===== src/rtl/gf180mcu_osu_sc_12t_inv_pipe.sv =====
// rtl/gf180mcu_osu_sc_12t_inv_pipe.sv - elastic DEPTH-stage pipe with per-beat optional inversion
//
// Purpose: carries a WIDTH-bit bus through DEPTH registered stages with a
// valid/ready handshake. Each beat is stored inverted or straight at accept
// time, selected by INV, and keeps that polarity all the way to Y.
//
// Ports:
//   CLK      in   rising-edge clock
//   RN       in   asynchronous active-low reset
//   A        in   input data beat (WIDTH)
//   A_VALID  in   upstream beat present
//   A_READY  out  pipe accepts a beat this cycle
//   INV      in   1 = store ~A, 0 = store A (sampled on accept)
//   FLUSH    in   synchronous discard of all held beats
//   Y        out  output data, stage DEPTH-1 (WIDTH)
//   Y_VALID  out  output beat present
//   Y_READY  in   downstream accepts
//   COUNT    out  number of occupied stages, 0..DEPTH (CW)
module gf180mcu_osu_sc_12t_inv_pipe #(
  parameter int WIDTH = 8,
  parameter int DEPTH = 4,
  parameter int CW    = $clog2(DEPTH + 1)
) (
  input  logic             CLK,
  input  logic             RN,
  input  logic [WIDTH-1:0] A,
  input  logic             A_VALID,
  output logic             A_READY,
  input  logic             INV,
  input  logic             FLUSH,
  output logic [WIDTH-1:0] Y,
  output logic             Y_VALID,
  input  logic             Y_READY,
  output logic [CW-1:0]    COUNT
);

  logic [DEPTH-1:0] v;
  logic [WIDTH-1:0] d [DEPTH];
  // r[i]: stage i may take a new beat this cycle; r[DEPTH] is the downstream ready.
  logic [DEPTH:0]   r;
  logic             acc;
  logic             a_fire;
  logic             y_fire;

  // A stage is ready when it, or any stage downstream of it, is empty, or
  // the output is being taken. The OR is accumulated from the output side so
  // the chain never reads its own result.
  always_comb begin
    acc      = Y_READY;
    r        = '0;
    r[DEPTH] = Y_READY;
    for (int i = DEPTH - 1; i >= 0; i--) begin
      acc  = acc | ~v[i];
      r[i] = acc;
    end
  end

  // RN in the ready term forces A_READY low while reset is held.
  assign A_READY = r[0] & ~FLUSH & RN;
  assign a_fire  = A_VALID & A_READY;
  assign y_fire  = v[DEPTH-1] & Y_READY;
  assign Y       = d[DEPTH-1];
  assign Y_VALID = v[DEPTH-1];

  always_ff @(posedge CLK or negedge RN) begin
    if (!RN) begin
      v     <= '0;
      COUNT <= '0;
      for (int i = 0; i < DEPTH; i++) begin
        d[i] <= '0;
      end
    end else begin
      // Data only ever moves forward with a beat; nothing rewrites a held beat.
      if (a_fire) begin
        d[0] <= INV ? ~A : A;
      end
      for (int i = 1; i < DEPTH; i++) begin
        if (v[i-1] && r[i]) begin
          d[i] <= d[i-1];
        end
      end

      if (FLUSH) begin
        // Data registers are left as they are; only occupancy is discarded.
        v     <= '0;
        COUNT <= '0;
      end else begin
        // A stage is full next cycle if it is refilled, or if it holds a beat
        // that cannot move on.
        v[0] <= a_fire | (v[0] & ~r[1]);
        for (int i = 1; i < DEPTH; i++) begin
          v[i] <= (v[i-1] & r[i]) | (v[i] & ~r[i+1]);
        end
        if (a_fire && !y_fire) begin
          COUNT <= COUNT + CW'(1);
        end else if (!a_fire && y_fire) begin
          COUNT <= COUNT - CW'(1);
        end
      end
    end
  end

endmodule


===== config.mk =====
export PLATFORM = sky130hd
export DESIGN_NAME = gf180mcu_osu_sc_12t_inv_pipe
export DESIGN_NICKNAME = d
export VERILOG_FILES = /design/src/rtl/gf180mcu_osu_sc_12t_inv_pipe.sv
export SDC_FILE = /design/constraint.sdc
export NUM_CORES = 1
export LEC_CHECK = 0
export BUFFER_PORTS_ARGS = -buffer_cell sky130_fd_sc_hd__buf_2
export CORE_ASPECT_RATIO = 0.8
export CORE_MARGIN = 5
export CORE_UTILIZATION = 30
export CTS_CLUSTER_SIZE = 8
export DETAILED_ROUTE_END_ITERATION = 10
export PLACE_DENSITY = 0.6
export SETUP_SLACK_MARGIN = 0.2
export SYNTH_ARGS = -nofsm -noshare
export SYNTH_HDL_FRONTEND = slang
export SYNTH_SLANG_ARGS = --single-unit

===== constraint.sdc =====
create_clock -name CLK -period 2.4 [get_ports CLK]
set_clock_uncertainty 0.15 [all_clocks]
set_input_delay 0.24 -clock CLK [delete_from_list [all_inputs] [get_ports CLK]]
set_output_delay 0.24 -clock CLK [all_outputs]
set_load 0.1 [all_outputs]

### Word level (Yosys, flattened, before mapping)

Index checks and enable logic that the tools add are counted.
W data, S select, Z words.

| word-level totals | value |
|---|---|
| input port bits | 14 |
| output and inout bits | 13 |
| register bits after elaboration | 39 |

| cells by class | value |
|---|---|
| reductions and logical operators | 8 |
| $add $sub $neg | 2 |
| bitwise logic cells | 29 |
| mux-type cells | 5 |

Operators by type and width:

| kind | count |
|---|---|
| $and A1 B1 Y1 | 11 |
| $mux W3 | 3 |
| $not A1 Y1 | 9 |
| $mux W8 | 1 |
| $not A8 Y8 | 1 |
| $or A1 B1 Y1 | 8 |
| $logic_and A1 B1 Y1 | 5 |
| $mux W4 | 1 |
| $add A3 B1 Y3 const B | 1 |
| $reduce_bool A3 Y1 | 1 |
| $sub A3 B1 Y3 const B | 1 |
| $logic_not A1 Y1 | 2 |

### Logic depth before layout (Yosys ltp)

| depth | value |
|---|---|
| depth in word-level cells | 13 |
| gate-level depth with buffers | 8 |

### Worst setup path after synthesis

Ideal clock, no wire load.

| timing path | value |
|---|---|
| kind | register -> register |
| start point | register v[3] |
| end point | register COUNT[1] |
| stages on the path, launching flop included | 7 |
| arrival time | 2520 ps |
| slack | -365 ps |
| buffers on the path | 1 |
| path through | dfrtp_1 -> and4b_1 -> buf_6 -> a221oi_2 -> fa_1 -> mux2_2 -> a211oi_1 |

| on the way | value |
|---|---|
| longest elaborated chain between the ends | 11 |
| elaborated cells between the ends (all ways) | 16 |
| those cells by class | mux (2); bitwise (9); reduce/logical (5) |

RTL lines:

| what | line | source |
|---|---|---|
| from (decl) | 37 | `logic [DEPTH-1:0] v;` |
| from (signal, indexed assignment) | 92 | `v[i] <= (v[i-1] & r[i]) \| (v[i] & ~r[i+1]);` |
| $not A1 Y1 | 53 | `acc = acc \| ~v[i];` |
| $or A1 B1 Y1 (4 in series) | 53 |  |
| $and A1 B1 Y1 (2 in series) | 59 | `assign A_READY = r[0] & ~FLUSH & RN;` |
| $and A1 B1 Y1 | 60 | `assign a_fire = A_VALID & A_READY;` |
| $logic_and A1 B1 Y1 or $logic_not A1 Y1 (tied branches) | 94, 96 |  |
| $mux W3 or $logic_and A1 B1 Y1 (tied branches) | 94, 96 |  |
| $mux W3 or $reduce_bool A3 Y1 (tied branches) | n/a |  |
| to (signal assigned) | 95 | `COUNT <= COUNT + CW'(1);` |
| to (signal assigned) | 97 | `COUNT <= COUNT - CW'(1);` |
| to (decl) | 34 | `output logic [CW-1:0] COUNT` |

Several ways; a longest one is shown, not always the timed one.
A chain may end at the register's enable or synchronous reset.

### Worst setup path after layout

Ends and elaborated chain as after synthesis.

==> key figures <==
Placement
  • Worst slack at placement: 0.0938 ns
  • Port Buffers: 26
  • Post-Place Cells: 231
  • RD Place Congestion: around 0.76
  • Post-DP HPWL: 2100 um

Pwr
  • Net Sw Frac: a little under a third
  • Pwr Density: about 940 nW/um^2
  • Net Switching: 0.000598 W
  • Max VDD drop: ~0.32 mV
  • P_leak: slightly below 1 nW
  • Register share of total power: ~45%
  • Clock power frac: ~32%
  • Internal power: 0.00138 W
  • Logic pwr share: roughly 23%

Global routing
  • All-layer global routing usage: under 10%
  • Largest net degree at the start of global routing: 35
  • Total gr overflow: 0
  • First-pass GRT wire length: 4960 um
  • Vias in the first global route: roughly 1100
  • Initial antenna violation count: 0

Layout
  • Layout cells sized above 1: between 40% and 50%
  • Final Non-Filler Cells: around 250
  • Ant. Diodes: 0
  • Fin nets: between 150 and 200
  • Area grow syn2layout: 21.8%

Synth
  • Top cells by area, synth: dfrtp_1, mux2_2, xnor2_1, buf_4, nor2_1
  • Post-synth top area cell: dfrtp_1
  • Register bit total from synthesis: 39
  • Mapped cell area: around 1700 um^2
  • Synth Warn #: 0
  • Register area share after synthesis: around 57%
  • Synth top area share: between 50% and 60%
  • Post-Syn Nets: between 150 and 200
  • Post-Syn Instances: ~140
  • Post-synth cell types: 26
  • Avg Inst Size Synth: 12.5 um^2

Clocking
  • Clock buffer depth: 2
  • Clock-pin slew on the worst setup and hold paths: approximately 0.070 ns
  • Root Driver: clkbuf_8
  • Clock sinks: 39
  • CTS tree: done
  • CTS H-Tree Depth: 2
  • Inserted Clock Buffers: 5
  • Worst-Skew Late Latency: just under 0.3 ns

Floorplan
  • Cell row count: 24
  • Overall die height: between 70 and 80 um
  • Io pins: 27
  • Core Footprint: approximately 5500 um^2
  • Initial Util: a little under a third
  • Die area: 7380 um^2
  • Horiz. Die Dim: approximately 95 um

Status
  • Outcome: finished clean

STA
  • Final number of setup-violating endpoints: 0
  • Slew headroom: 67.6%
  • Fmax: around 460 MHz
  • Fin crit share: roughly nine tenths
  • Worst Slack Setup Final: around 0.25 ns
  • Worst Tran Pin Value: 0.490 ns
  • Slew Viols, Final: 0
  • Min Hold Slack: about 0.08 ns
  • Fin. Hold Viols: 0
  • RSZ-0062 raised after global routing: yes
  • Min Tclk post-route: 2.15 ns

Detailed routing
  • Met3 Wirelength: ~180 um
  • Overall routed net length: 2940 um
  • Met2 wire length: around 1200 um
  • Wire length on met1: 1500 um
  • WL/cell: around 12 um
  • # DRC: 0
  • Via count: about 1100
  • DR top layer: met4
  • Vias/cell: 4.31
  • First drt pass iteration count: 4
  • Antenna-violating nets left: 0
  • First DRT Iteration DRCs: between 40 and 50

Flow run
  • MaxCap Viol Count: 0

Worst setup path
  • Crit start category: flop
  • Crit path buffers/inverters: 0
  • CP max stage cell: fa_1
  • Instance count on the critical path: 5
  • CP Data Required Time: between 2 and 2.5 ns
  • Reg2Reg Depth: 5
  • Biggest cell delay along the critical path: between 0.4 and 0.5 ns
  • CP delay by family, top: adder cells
  • Crit-path max FO: 4
  • CP cell instances: and4b_2, a221oi_4, fa_1, mux2_4, a211oi_2
  • Crit Path Class: reg2reg
  • Crit path DAT: between 2 and 2.5 ns
  • CP endpoint kind: flop

Hold path
  • WHS Path Cells: 3
  • HP Class: in2reg
==> cells in the mapped netlist, drive strengths merged <==
master	instances
and4b	1
clkbuf	1
and2b	1
nor2	16
a211oi	2
or3	1
o21ai	1
mux2	26
buf	13
nor2b	1
dfrtp	39
a21oi	13
a221oi	1
nand3b	1
fa	1
nor3	1
nand2	4
inv	3
and3b	2
xnor2	8
nand2b	2
==> worst min-delay path: cells and delay by family <==
family / cells / cell delay (ns)
AO/OA/AOI/OAI: 1 / 0.06
XOR/XNOR: 1 / 0.10
buffers and inverters: 1 / 0.08
==> power groups by stage <==
stage	Clock [W]	Sequential [W]	Combinational, W
after floorplan	0	0.000890	0.000390
after global routing	0.000689	0.000911	0.000486
final	0.000642	0.000888	0.000452
after global placement	0	0.000899	0.000438
after CTS	0.000661	0.000892	0.000456
after detailed placement	0	0.000906	0.000447
==> final timing paths <==
kind	start	end	slack, ns
max reg2reg	v[3]	COUNT[1]	0.25
min in group asynchronous	RN	v[1]	0.22
max in group asynchronous	RN	Y[5]	1.29
min reg2reg	Y[2]	Y[2]	0.35
max	v[3]	COUNT[1]	0.25
min	A[1]	d[25]	0.08
==> state kept, by name, indices dropped and copies added (netlist names) <==
| name | flops |
|---|---|
| d | 24 |
| Y | 8 |
| v | 4 |
| COUNT | 3 |
==> per-stage QoR <==
step           setup TNS [ns]  utilization, %  power (W)  cell area (um^2)
2_1_floorplan         -0.0383               -    0.00128              1740
3_3_place_gp                0            34.4    0.00134              1900
3_5_place_dp                0            34.4    0.00135              1900
4_1_cts                     0            38.0    0.00201              2100
5_1_grt                     0            38.0    0.00209              2100
6_report                    0            38.0    0.00198              2100
==> layout make-up <==
cell class              count  area, um^2
inverters                   3        11.3
flip-flops and latches     39         981
fillers                   573        3420
multi-input cells          82         667
clock inverters             2        60.1
clock buffers               6        72.6
repair buffers             35         213
well taps                  78        97.6
==> routing by layer <==
layer / vias up / track usage [%]
li1: 513 / -
met1: 511 / 12.2
met2: 28 / 11.5
met3: 5 / 3.68
met4: 0 / 4.32
met5: - / 0
==> repair_timing <==
item                                    in CTS  in global routing
hold buffers                                 2                  0
resized for setup                            3                  0
pin swaps                                    3                  2
hold endpoints to repair                    39                  0
endpoints found under the setup margin       1                  2
setup buffers                                4                  0
==> cell usage in the layout, fill, tap and decap left out <==
cell type and n:
clkbuf_1 1, nand2b_1 2, mux2_4 2, nand2_1 4, dfrtp_4 1, a211oi_1 1, buf_12 1, mux2_2 24
nor2b_1 1, and2b_2 1, and3b_2 1, o21ai_0 1, a211oi_2 1, a221oi_4 1, a21oi_2 2, dfrtp_1 37
buf_2 26, inv_1 3, nor3_1 1, or3_2 1, and4b_2 1, xnor2_1 8, buf_4 7, and3b_1 1
fa_1 1, dfrtp_2 1, a21oi_1 11, dlygate4sd3_1 1, clkbuf_8 5, bufinv_16 2, nand3b_1 1, nor2_1 16
==> cells by family after synthesis <==
family / after synthesis / synth area share (%)
buffers and inverters: 17 / 6.09
adder cells (fa/ha/maj): 1 / 1.16
AO/OA/AOI/OAI: 17 / 6.24
multiplexers: 26 / 17.2
XOR/XNOR: 8 / 4.06
flip-flops: 39 / 56.6
AND/OR/NAND/NOR: 30 / 8.70
(Power assumes the default switching activity.)
